`src/rtl/serializador_pkg.sv`:
```
// Shared types and defaults for the parallel-in, serial-out transmitter.
package serializador_pkg;

    typedef enum logic [1:0] {
        IDLE  = 2'd0,
        SHIFT = 2'd1,
        DONE  = 2'd2
    } tx_state_t;

    localparam int WORD_WIDTH     = 32;
    localparam int BIT_CYCLES_DEF = 1;

    // Counter width that stays at least one bit when n is 1.
    function automatic int cnt_width(input int n);
        return (n > 1) ? $clog2(n) : 1;
    endfunction

endpackage

```
`src/rtl/bit_tick_gen.sv`:
```
// Bit-period divider: while enabled, pulses tick on the last cycle of every BIT_CYCLES-cycle period.
// tick is combinational from the divider count; clear restarts the period from zero.
module bit_tick_gen
    import serializador_pkg::*;
#(
    parameter int BIT_CYCLES = BIT_CYCLES_DEF
) (
    input  logic clock,
    input  logic reset,
    input  logic clear,
    input  logic enable,
    output logic tick
);

    localparam int DW = cnt_width(BIT_CYCLES);
    localparam logic [DW-1:0] LAST = DW'(BIT_CYCLES - 1);

    logic [DW-1:0] div_cnt_q;
    logic [DW-1:0] div_cnt_d;

    always_comb begin
        div_cnt_d = div_cnt_q;
        tick      = 1'b0;
        if (clear) begin
            div_cnt_d = '0;
        end else if (enable) begin
            if (div_cnt_q == LAST) begin
                tick      = 1'b1;
                div_cnt_d = '0;
            end else begin
                div_cnt_d = div_cnt_q + 1'b1;
            end
        end
    end

    always_ff @(posedge clock) begin
        if (reset) begin
            div_cnt_q <= '0;
        end else begin
            div_cnt_q <= div_cnt_d;
        end
    end

endmodule

```
`src/rtl/serializador_piso.sv`:
```
// Parallel-in, serial-out transmitter: accepts a word on valid/ready and shifts it out MSB first,
// one serial_valid strobe per bit at the end of each bit period, then a one-cycle done pulse.
module serializador_piso
    import serializador_pkg::*;
#(
    parameter int WIDTH      = WORD_WIDTH,
    parameter int BIT_CYCLES = BIT_CYCLES_DEF
) (
    input  logic             clock,
    input  logic             reset,
    input  logic [WIDTH-1:0] data_in,
    input  logic             load_valid,
    output logic             load_ready,
    output logic             serial_out,
    output logic             serial_valid,
    output logic             busy,
    output logic             done
);

    localparam int CW = $clog2(WIDTH);
    localparam logic [CW-1:0] LAST_BIT = CW'(WIDTH - 1);

    tx_state_t        state_q;
    tx_state_t        state_d;
    logic [WIDTH-1:0] shreg_q;
    logic [WIDTH-1:0] shreg_d;
    logic [CW-1:0]    bit_cnt_q;
    logic [CW-1:0]    bit_cnt_d;
    logic             accept;
    logic             in_shift;
    logic             tick;

    assign in_shift   = (state_q == SHIFT);
    assign load_ready = (state_q == IDLE) && !reset;
    assign accept     = load_valid && load_ready;

    bit_tick_gen #(
        .BIT_CYCLES (BIT_CYCLES)
    ) u_bit_tick (
        .clock  (clock),
        .reset  (reset),
        .clear  (accept),
        .enable (in_shift),
        .tick   (tick)
    );

    always_comb begin
        state_d   = state_q;
        shreg_d   = shreg_q;
        bit_cnt_d = bit_cnt_q;
        case (state_q)
            IDLE: begin
                if (accept) begin
                    shreg_d   = data_in;
                    bit_cnt_d = '0;
                    state_d   = SHIFT;
                end
            end
            SHIFT: begin
                if (tick) begin
                    shreg_d = {shreg_q[WIDTH-2:0], 1'b0};
                    // Last bit: park the counter at zero instead of letting it wrap.
                    if (bit_cnt_q == LAST_BIT) begin
                        bit_cnt_d = '0;
                        state_d   = DONE;
                    end else begin
                        bit_cnt_d = bit_cnt_q + 1'b1;
                    end
                end
            end
            DONE: begin
                state_d = IDLE;
            end
            default: begin
                state_d = IDLE;
            end
        endcase
    end

    always_ff @(posedge clock) begin
        if (reset) begin
            state_q   <= IDLE;
            shreg_q   <= '0;
            bit_cnt_q <= '0;
        end else begin
            state_q   <= state_d;
            shreg_q   <= shreg_d;
            bit_cnt_q <= bit_cnt_d;
        end
    end

    // All outputs decode flops only, so serial_out holds steady across the bit period.
    assign serial_out   = in_shift && shreg_q[WIDTH-1];
    assign serial_valid = in_shift && tick;
    assign busy         = in_shift;
    assign done         = (state_q == DONE);

endmodule

```
`config.mk`:
```
export PLATFORM = sky130hd
export DESIGN_NAME = serializador_piso
export DESIGN_NICKNAME = d
export VERILOG_FILES = /design/src/rtl/serializador_pkg.sv /design/src/rtl/bit_tick_gen.sv /design/src/rtl/serializador_piso.sv
export SDC_FILE = /design/constraint.sdc
export NUM_CORES = 1
export LEC_CHECK = 0
export ABC_AREA = 1
export BUFFER_PORTS_ARGS = -buffer_cell sky130_fd_sc_hd__clkbuf_2
export CAP_MARGIN = 10
export CORE_MARGIN = 3
export CORE_UTILIZATION = 49
export DETAILED_ROUTE_END_ITERATION = 6
export PLACE_DENSITY = 0.72
export SETUP_SLACK_MARGIN = 0.2
export SYNTH_ARGS = -nofsm -noshare
export SYNTH_HDL_FRONTEND = slang
export SYNTH_SLANG_ARGS = --single-unit
```
`constraint.sdc`:
```
create_clock -name clock -period 1.25 [get_ports clock]
set_input_delay 0.0625 -clock clock [delete_from_list [all_inputs] [get_ports clock]]
set_output_delay 0.0625 -clock clock [all_outputs]
set_load 0.005 [all_outputs]
```
[Word level (Yosys, flattened, before mapping)]
Cells that the tools add are included.
Word-level totals
  logic and storage cells: 37
  output and inout port bits: 5
  register bits after elaboration: 40
Cells by class
  equality and inequality tests: 6
  mux-type cells: 15
  $add $sub $neg: 2
  reduce and logical (&&, ||, !) cells: 10
Operator list (count)
  $mux 32: 2
  $pmux 32 s2: 1
  $mux 5: 3
  $pmux 5 s2: 1
  $mux 2: 3
  $reduce_and 3->1: 2
  $add 5x1->5 const B: 1
  $eq 5x5->1 const B: 1
  $logic_and 1x1->1: 4
  $mux 1: 4
  $ne 2x1->1 const B: 2
  $pmux 2 s2: 1
  $eq 2x1->1 const B: 1
  $eq 2x2->1 const B: 1
  $logic_not 2->1: 1
  $ne 2x2->1 const B: 1
  $reduce_bool 2->1: 1
  $reduce_or 2->1: 1
  $add 1x1->1 const B: 1
  $logic_not 1->1: 1

[Longest topological paths before layout]
  depth in word-level cells: 6
  gate-level depth with buffers: 8
  mapped depth without buffers: 7

[Hierarchy]
Synthesis repeated with hierarchy kept, for this count alone.
Second synthesis, totals
  cells, all modules: 297
  area total of the unflattened synthesis: 2058.2 µm²
By module, submodules not included
  serializador_piso: seq. area each 780.7 µm², cells each 295, area each 2048.2 µm², times used 1
  bit_tick_gen: seq. area each 0.0 µm², cells each 2, area each 10.0 µm², times used 1

[Least setup slack after synthesis]
OpenSTA, ideal clock, no wires.
  path type: register to register
  start: register bit_cnt_q[0]
  end: register bit_cnt_q[3]
  arrival time: 1.128 ns
  required time: 1.180 ns
  buffers on the path: 0
  period minus slack after synthesis: 1.198 ns
  library setup time: 0.070 ns
  stages on the path, launching flop included: 8
  setup slack: 0.052 ns
  path through: dfxtp_1 ha_1 nand2_1 nor2_1 ha_1 nor2_2 nand3_1 a21oi_1
Between the ends
  cells in the longest elaborated chain, start to end: 4
Ends and longest elaborated chain
  start: declaration: RTL line serializador_piso.sv:27  | logic [CW-1:0] bit_cnt_q;
  start signal: assignment: RTL line serializador_piso.sv:88  | bit_cnt_q <= bit_cnt_d;
  $add 5x1->5 / $eq 5x5->1 (equally long branches): RTL line serializador_piso.sv:67, serializador_piso.sv:63
  $mux 5 *: RTL line serializador_piso.sv:63  | if (bit_cnt_q == LAST_BIT) begin
  $mux 5 *: RTL line serializador_piso.sv:60  | if (tick) begin
  $pmux 5 s2 *: RTL line serializador_piso.sv:51  | case (state_q)
Mark *: on every way between the ends. The rest lies on a longest branch, timed or not. The select of a mux whose other input is x is not followed.
A chain may end at the register's enable or synchronous reset.

[Worst setup path after layout]
  start: register state_q[1]
  end: output serial_out
Between the ends
  cells in the longest elaborated chain, start to end: 2
Ends and longest elaborated chain
  start: declaration: RTL line serializador_piso.sv:23  | tx_state_t state_q;
  start signal: assignment: RTL line serializador_piso.sv:86  | state_q <= state_d;
  $eq 2x1->1: RTL line serializador_piso.sv:33  | assign in_shift = (state_q == SHIFT);
  $logic_and 1x1->1: RTL line serializador_piso.sv:93  | assign serial_out = in_shift && shreg_q[WIDTH-1];
  end: declaration: RTL line serializador_piso.sv:14  | output logic serial_out,
No other way between the ends.

==> results by group <==
Run status
  • Status: finished clean

GRT
  • Initial antenna violation count: 0
  • Global-route wire length before repair: 7.22 mm
  • Largest net degree at the start of global routing: 43
  • Vias in the first global route: 1655
  • GRT Util Overall: 0.180
  • Gr ovfl total: 0

Clock tree
  • H-tree depth: 2
  • TritonCTS buffer count: 5
  • CTS Sinks: 39
  • CTS tree: built
  • Cts hold-fix bufs: 0
  • Latest clock arrival within the worst-skew pair: 0.28 ns
  • Root buffer selected by CTS: clkbuf_8
  • Longest Clk Path Bufs: 2
  • Clock transition at the registers of the reported paths: 0.07 ns

Timing
  • Tightest Pin Transition: 0.254 ns
  • Slew Limit Fails: 0
  • Setup TNS: 0 ns
  • Hold WS: 0.0257 ns
  • Final setup fails: 0
  • Minimum clock period: 1.18 ns
  • RSZ-0062 raised after global routing: true
  • Final clock skew: 0.00269 ns
  • Slew HR: 0.831
  • Final setup slack of the worst path: 0.0703 ns
  • Final Cycle Share: 0.944
  • Final Hold Fails: 0
  • Fmax: 848 MHz

Drt
  • DRC: 0
  • Met2 wire len: 2.04 mm
  • Antenna Nets Post-Route: 0
  • WL per Instance: 10.3 um
  • Via/cell ratio: 4.68
  • DRT iter0 DRCs: 98
  • Top layer in use: met4
  • Met3 wire len: 205 um
  • Vias: 1963
  • Initial DRT Pass Iterations: 5
  • Routed WL: 4.31 mm
  • WL met1: 1.99 mm

Floorplanning
  • Die ar.: 4890 um^2
  • Core footprint: 3800 um^2
  • Die height: 69.9 um
  • FP Rows: 22
  • Die W: 69.9 um
  • Starting Density: 0.527
  • I/O Pins: 40

Logic synthesis
  • Top cell type's share of synthesized area: 0.390
  • Syn Nets: 361
  • Synth area leaders: dfxtp_1 (39%), nand2_1 (20%), nor2_1 (13%)
  • Yosys warnings: 0
  • Synthesized cell area: 2000 um^2
  • Post-synthesis adder-cell area fraction: 0.0125
  • Avg Cell Area, Syn: 6.17 um^2
  • Mux contribution to synthesized area: 0
  • Post-synthesis cell count: 324
  • Area leader, netlist: dfxtp_1
  • Xor/xnor share of the synthesized area: 0
  • Cell variety after synth: 20
  • Compound-Gate Fraction of Synth Area: 0.0894
  • Largest family of logic cells by synthesized area: simple AND/OR/NAND/NOR gates
  • Simple-gate share of the synthesized area: 0.367
  • FF+latch count, synth: 39
  • Sequential area share after synthesis: 0.390

Placed design
  • Routability-driven placement congestion ratio: 0.772
  • Post-DP Area: 2270 um^2
  • Place WS: 0.0540 ns
  • Dpl cells: 400
  • Number of port buffers: 39
  • HPWL after DPL: 2.60 mm

Critical path
  • Worst Setup Path Type: flip-flop to primary output
  • Worst setup path end: serial_out
  • R2r startpoint: bit_cnt_q[0]$_SDFFE_PP0P_
  • Worst Path Max Fanout: 4
  • Worst reg2reg path depth: 7
  • Worst EP arrival: 1.12 ns
  • Crit start category: flip-flop
  • Crit. End Element: primary output
  • R2r setup slk: 0.09 ns
  • Worst path required time: 1.19 ns
  • CP Launch Point: state_q[1]$_SDFFE_PP0P_
  • Worst r2r dst: bit_cnt_q[3]$_SDFFE_PP0P_

Cells and area
  • Share of cells above drive strength 1: 0.248
  • Finished Cell Area: 2640 um^2
  • Commonest non-fill, non-tap cells in the layout: nand2_1 (103), nor2_1 (63), clkbuf_2 (36)
  • Net count reported at finish: 407
  • Fillers: 334
  • Most common cell after layout, fill and taps aside: nand2_1
  • Ant. Diodes: 0
  • Layout Cells excl Fill: 419
  • Area growth, synth to finish: 31.7%

Pwr
  • Pleak: 1.35 nW
  • Max VDD drop: 0.754 mV
  • PD cells: 1220 nW/um^2

Run
  • Max-cap violations: 0

Min path
  • Hold Path Class: input port to flip-flop
-- per-layer routing --
| layer | GRT usage | up-vias |
|---|---|---|
| met5 | 0 | - |
| met4 | 0.0574 | 0 |
| met3 | 0.0489 | 8 |
| met2 | 0.286 | 46 |
| met1 | 0.236 | 847 |
| li1 | - | 1062 |
-- cell usage after synthesis, drive strengths merged --
cell type / instances
clkinv: 1
nand3: 8
inv: 39
nand2: 108
dfxtp: 39
o21ai: 32
clkbuf: 5
nor2: 69
a21oi: 3
nand4: 2
ha: 2
buf: 14
nor3: 2
-- cell type report --
class	count	area, um^2	area share
multi-input cells	226	1040	0.395
inverters	40	160	0.0608
flip-flops and latches	39	793	0.301
clock buffers	8	100	0.0380
well taps	48	60.1	0.0228
repair buffers	58	482	0.183
-- cell families after synthesis --
| family | count (synthesis) |
|---|---|
| and+or+nand+nor | 189 |
| buffers and inverters | 59 |
| AOI/OAI and AO/OA | 35 |
| adders and majority gates | 2 |
| DFF | 39 |
-- worst min-delay path by stage --
stage | slack [ns] | depth (start not counted) | from | to
after floorplan | 0.20 | 2 | data_in[0] | shreg_q[0]$_SDFFE_PP0P_
after global placement | 0.34 | 3 | data_in[0] | shreg_q[0]$_SDFFE_PP0P_
after detailed placement | 0.33 | 3 | data_in[0] | shreg_q[0]$_SDFFE_PP0P_
after CTS | 0.03 | 3 | data_in[0] | shreg_q[0]$_SDFFE_PP0P_
after global routing | 0.04 | 3 | data_in[0] | shreg_q[0]$_SDFFE_PP0P_
final | 0.03 | 3 | data_in[0] | shreg_q[0]$_SDFFE_PP0P_
-- power breakdown --
part	leakage (nW)	total, W	internal [W]	switching, W
Sequential	0.325	0.00141	0.00137	0.0000407
Clock	0.0515	0.000905	0.000503	0.000402
Combinational	0.973	0.000902	0.000412	0.000490
Total	1.35	0.00322	0.00229	0.000933
-- worst max-delay path: stages, from the launching register on --
cell and delay, ns:
dfxtp_2 0.34, inv_2 0.08, nand2_4 0.08, buf_12 0.15, nor2_4 0.08, clkbuf_2 0.11
-- what timing repair did --
| item | in CTS | in global routing |
|---|---|---|
| setup buffers | 8 | 0 |
| pin swaps | 6 | 13 |
| cloned | 2 | 1 |
| endpoints found under the setup margin | 43 | 44 |
| resized for setup | 28 | 12 |
-- flip-flops by register name, summed over array words and instances (netlist names) --
name / count
shreg_q: 32
bit_cnt_q: 5
state_q: 2
-- per-stage QoR --
step,util,power (W)
2_1_floorplan,-,0.00199
3_3_place_gp,0.597,0.00216
3_5_place_dp,0.597,0.00217
4_1_cts,0.678,0.00321
5_1_grt,0.694,0.00344
6_report,0.694,0.00322
No activity file was read; power rests on OpenSTA's default activity.
